File: src/rtl/data_memory_responder.sv
// Data memory responder for a single-cycle processor data port.
// Word RAM at 0x0000_0000, plus CYCLE / GPIO / STATUS registers at 0x8000_0000+.
// Optional feature macro: DMEM_CYCLE_COUNTER_EN (free-running 32-bit CYCLE counter).
module data_memory_responder #(
  parameter int unsigned DEPTH = 64
) (
  input  logic        clk,
  input  logic        reset,
  input  logic        WE,
  input  logic [31:0] address_to_mem,
  input  logic [31:0] data_to_mem,
  output logic [31:0] data_from_mem,
  output logic [31:0] gpio_out,
  output logic        err
);

  localparam int unsigned DW = 32;
  localparam int unsigned AW = $clog2(DEPTH);
  localparam logic [DW-1:0] CYCLE_ADDR  = 32'h8000_0000;
  localparam logic [DW-1:0] GPIO_ADDR   = 32'h8000_0004;
  localparam logic [DW-1:0] STATUS_ADDR = 32'h8000_0008;

  logic [DW-1:0] mem_q [DEPTH];
  logic [DW-1:0] gpio_q, gpio_d;
  logic          err_q, err_d;
  logic [DW-1:0] cycle_rd_c;

  logic          aligned_c;
  logic          is_ram_c;
  logic          is_cycle_c;
  logic          is_gpio_c;
  logic          is_status_c;
  logic          mapped_c;
  logic          ram_we_c;
  logic [AW-1:0] idx_c;

  // Address decode shared by the read mux and the write/err logic
  always_comb begin
    aligned_c   = (address_to_mem[1:0] == 2'b00);
    is_ram_c    = (address_to_mem[DW-1:AW+2] == '0);
    is_cycle_c  = (address_to_mem == CYCLE_ADDR);
    is_gpio_c   = (address_to_mem == GPIO_ADDR);
    is_status_c = (address_to_mem == STATUS_ADDR);
    mapped_c    = is_ram_c | is_cycle_c | is_gpio_c | is_status_c;
    idx_c       = address_to_mem[AW+1:2];
    ram_we_c    = WE & aligned_c & is_ram_c;
  end

`ifdef DMEM_CYCLE_COUNTER_EN
  logic [DW-1:0] cycle_q, cycle_d;

  // Free-running cycle count, wraps naturally at 2^32
  always_comb begin
    cycle_d = cycle_q + DW'(1);
  end

  // Counter register, cleared asynchronously by reset
  always_ff @(posedge clk or negedge reset) begin
    if (!reset) cycle_q <= '0;
    else        cycle_q <= cycle_d;
  end

  assign cycle_rd_c = cycle_q;
`else
  assign cycle_rd_c = '0;
`endif

  // Combinational read mux; misaligned and unmapped reads return zero
  always_comb begin
    data_from_mem = '0;
    if (aligned_c) begin
      if (is_ram_c)         data_from_mem = mem_q[idx_c];
      else if (is_cycle_c)  data_from_mem = cycle_rd_c;
      else if (is_gpio_c)   data_from_mem = gpio_q;
      else if (is_status_c) data_from_mem = {(DW-1)'(0), err_q};
    end
  end

  // Next-state for GPIO and the sticky error flag; setting wins over clearing
  always_comb begin
    gpio_d = gpio_q;
    err_d  = err_q;
    if (WE && aligned_c && is_gpio_c) gpio_d = data_to_mem;
    if (WE && aligned_c && is_status_c && data_to_mem[0]) err_d = 1'b0;
    if (WE && (!aligned_c || !mapped_c)) err_d = 1'b1;
  end

  // Control registers, cleared asynchronously so writes during reset are dropped
  always_ff @(posedge clk or negedge reset) begin
    if (!reset) begin
      gpio_q <= '0;
      err_q  <= 1'b0;
    end else begin
      gpio_q <= gpio_d;
      err_q  <= err_d;
    end
  end

  // RAM array is outside the reset domain so stores still land during reset
  always_ff @(posedge clk) begin
    if (ram_we_c) mem_q[idx_c] <= data_to_mem;
  end

  assign gpio_out = gpio_q;
  assign err      = err_q;

endmodule

File: config.mk
export PLATFORM = sky130hd
export DESIGN_NAME = data_memory_responder
export DESIGN_NICKNAME = d
export VERILOG_FILES = /design/src/rtl/data_memory_responder.sv
export SDC_FILE = /design/constraint.sdc
export NUM_CORES = 2
export LEC_CHECK = 0
export ABC_AREA = 1
export BUFFER_PORTS_ARGS = -buffer_cell sky130_fd_sc_hd__buf_2
export CORE_ASPECT_RATIO = 0.5
export CORE_UTILIZATION = 25
export CTS_CLUSTER_SIZE = 25
export DETAILED_ROUTE_END_ITERATION = 10
export GPL_TIMING_DRIVEN = 0
export HOLD_SLACK_MARGIN = 0.15
export PLACE_DENSITY = 0.45
export SYNTH_ARGS = -nofsm -noshare
export SYNTH_HDL_FRONTEND = slang
export SYNTH_SLANG_ARGS = --single-unit
File: constraint.sdc
create_clock -name clk -period 4.95 [get_ports clk]
set_input_delay 0.495 -clock clk [delete_from_list [all_inputs] [get_ports clk]]
set_output_delay 0.495 -clock clk [all_outputs]
set_load 0.02 [all_outputs]
==> impl_metrics.csv <==
group,metric,value,unit
run_status,status,"complete, but fails checks",
run_status,violations,"max-capacitance violations, max-slew violations, negative setup slack",
grt,grt_max_degree,66,
pwr,power_density,374,nW/um^2
critical_path,required,4.45,ns
final_layout,fillers,34000,
synthesis,yosysTopAreaCell,"edfxtp_1",
pwr,power,38.0,mW
cts,cts_tree,"yes",
die,rows,150,
detailed_routing,finalWirelength,401,mm
placement,port_buffers,128,
grt,track_usage,0.228,
cts,cts_root_buf,"clkbuf_16",
timing,min_period_over_period,1.04,
synthesis,async_reset_ff_frac,0.0159,
final_layout,fin_nets,7849,
detailed_routing,via_count,63200,
cts,htree_levels,4,
timing,grt_setup_unrepaired,"false",
synthesis,muxShareOfSynthArea,0,
synthesis,synth-edff-count,2048,
final_layout,layout-drive-gt1-share,0.116,
hold_path,min_path_type,"input pin to asynchronous set/reset pin",
synthesis,synth_top_family_by_area,"simple AND/OR/NAND/NOR gates",
timing,setup_viol,15,
timing,slew_viol_final,22,
placement,routabilityCongestion,0.942,
synthesis,synthTopCellsByCount,"edfxtp_1, nand2_1, nor2_1, nand3_1, inv_1",
pwr,p_leak,35.9,nW
detailed_routing,firstDrtPassIters,8,
placement,dpl.hpwl,282,mm
synthesis,synth_fp_nets,7299,
final_layout,ff_latch_area,62300,sq um
final_layout,multi_input_area,19100,sq um
critical_path,crit_fanout,10,
detailed_routing,wl_per_cell,32.3,um
timing,hold_violations,0,
timing,fin_hold_ws,0.241,ns
timing,fin_worst_skew,0,ns
pwr,sequentialPowerShare,0.510,
synthesis,yosys.area_share.simple,0.209,
timing,final.min_clock_period,5.16,ns
die,ios,132,
cts,cts.sinks,2081,
synthesis,synth-compound-area-share,0.0126,
die,die_width,822,um
synthesis,yosysSeqAreaShare,0.741,
detailed_routing,first_iter_violations,11000,
detailed_routing,vias_per_cell,5.08,
final_layout,area_growth,20.6,%
synthesis,synth-adder-area-share,0,
synthesis,synth_warnings,0,
synthesis,yosys.area_share.xor_xnor,0,
critical_path,end_kind,"output port",
cts,post-cts-setup-buffers,0,
pwr,p_sw_frac,0.248,
pwr,power_frac_comb,0.074,
synthesis,netlist.area_leader.share,0.731,
pwr,ir_drop,0.289,mV
die,start_util,0.251,
timing,tightestPinTransition,1.54,ns
die,die_y,412,um
synthesis,synth.most_common_cell,"edfxtp_1",
critical_path,path_class,"input pin to output port",
synthesis,synthCells,7232,
grt,grt_pass1_vias,55700,
grt,grt_pass1_wl,522,mm
synthesis,ys_seq_elements,2081,
timing,fmax,194,MHz
pwr,p_sw,9.39,mW
timing,setup_ws,-0.212,ns
timing,relSlewSlack,-0.0275,
die,coreArea,334000,sq um
synthesis,synth_area,84100,sq um
cts,clk_pin_slew,0.06,ns
cts,clk_path_buf_depth,4,
job,maxCapViolCount,3,
cts,cts_inserted_buffers,222,
pwr,p_int,28.6,mW
critical_path,start_kind,"input pin",
grt,grt-ovfl-total,0,
synthesis,synth.avg_cell_area,11.6,sq um
critical_path,cp_data_arrival_time,4.67,ns
synthesis,synth.area.top_cells,"edfxtp_1, nand2_1, nand3_1, nor2_1, inv_1",
synthesis,ys.flop_type,"edfxtp_1",
synthesis,ys_types,28,
pwr,clockPowerShare,0.417,
detailed_routing,drc,0,
detailed_routing,antenna_left,0,
cts,worstSkewPairLatency,0.88,ns
die,die-area,339000,sq um
grt,antenna_found_initial,55,
==> final cells by class <==
type                            instances  area share
Tap cell                             4484      0.0553
Inverter                              304      0.0113
Antenna cell                           12    0.000296
Clock buffer                          296      0.0584
Sequential cell                      2081       0.615
Timing Repair Buffer                  326      0.0458
Clock inverter                         86     0.00563
Multi-Input combinational cell       4445       0.189
Buffer                                402      0.0201
==> path summary, 6_finish.rpt <==
path | cells after the start | from | slack (ns) | endpoint
max in group asynchronous | 2 | reset | 4.18 | gpio_out[25]
setup reg to reg | 3 | err | 3.73 | err
min in group clk | 8 | address_to_mem[1] | 0.25 | gpio_out[31]
setup / recovery | 12 | address_to_mem[4] | -0.21 | data_from_mem[12]
hold / removal | 2 | reset | 0.24 | gpio_out[27]
hold reg to reg | 2 | gpio_out[16] | 0.50 | gpio_out[16]
==> stage by stage <==
step | util | cells | setup WS, ns | cell area (sq um) | setup TNS (ns)
6_report | 0.303 | 12400 | -0.212 | 101000 | -1.26
5_1_grt | 0.303 | 12400 | 0.0157 | 101000 | 0
4_1_cts | 0.303 | 12400 | 0.0129 | 101000 | 0
3_5_place_dp | 0.283 | 12000 | -0.110 | 94500 | -1.19
3_3_place_gp | 0.270 | 11800 | -4.43 | 90400 | -6352.25
2_1_floorplan | - | 7232 | 1.59 | 84100 | 0
==> per-layer routing <==
| layer | part of all wire | track usage | up-vias |
|---|---|---|---|
| li1 | - | - | 26000 |
| met1 | 0.40 | 0.318 | 32000 |
| met2 | 0.42 | 0.334 | 4307 |
| met3 | 0.13 | 0.0604 | 831 |
| met4 | 0.055 | 0.104 | 20 |
| met5 | 0.00037 | 0 | - |
==> state kept, by name, summed over array words and instances, names as in the netlist <==
signal    cells
gpio_out     32
mem_q      2048
err           1
==> power groups by stage <==
stage | registers (mW) | clock network [mW] | logic (mW)
2_1_floorplan | 19.7 | 0 | 1.01
3_3_place_gp | 19.7 | 0 | 2.55
3_5_place_dp | 19.7 | 0 | 2.66
4_1_cts | 19.3 | 15.8 | 2.69
5_1_grt | 19.3 | 16.4 | 2.83
6_report | 19.3 | 15.8 | 2.80
==> cells in the final DEF (no fill, tap or decap), types with 10 or more instances in the layout <==
master | Yosys | layout
edfxtp_1 | 2048 | 2048
nor3_1 | 20 | 20
clkbuf_16 | 0 | 224
buf_6 | 8 | 10
o21ai_0 | 164 | 163
diode_2 | 0 | 12
dlygate4sd3_1 | 0 | 34
clkinv_2 | 0 | 17
clkbuf_1 | 91 | 150
nor2_4 | 0 | 64
buf_4 | 42 | 71
clkinv_1 | 1 | 55
buf_2 | 215 | 319
a21oi_1 | 14 | 14
buf_12 | 0 | 114
nand4_1 | 55 | 55
or2_2 | 10 | 10
inv_1 | 297 | 297
nand3_1 | 1159 | 1159
dfrtp_1 | 33 | 33
buf_16 | 0 | 45
nor2_1 | 1326 | 1259
nand2_1 | 1664 | 1664
buf_1 | 45 | 36
==> timing repair <==
item | in CTS | in global routing
gates resized for setup | 3 | 3
setup endpoints to repair | 4 | 3
endpoints found under the hold margin | 536 | 0
hold buffers | 34 | 0
==> critical path, stage by stage <==
cell,delay (ns)
buf_2,0.18
inv_2,0.48
clkdlybuf4s15_1,1.15
nand4_1,0.68
nand3_1,0.32
nand2_1,0.10
nand2_1,0.07
nand3_1,0.18
nor2_1,0.55
nor2_1,0.14
nor2_1,0.12
buf_2,0.18
==> cells by family after synthesis <==
kind of cell	count (synthesis)
AO/OA/AOI/OAI	204
buffers and inverters	706
flip-flops	2081
AND/OR/NAND/NOR	4241
Note: power is estimated with default switching activity, not from simulation.
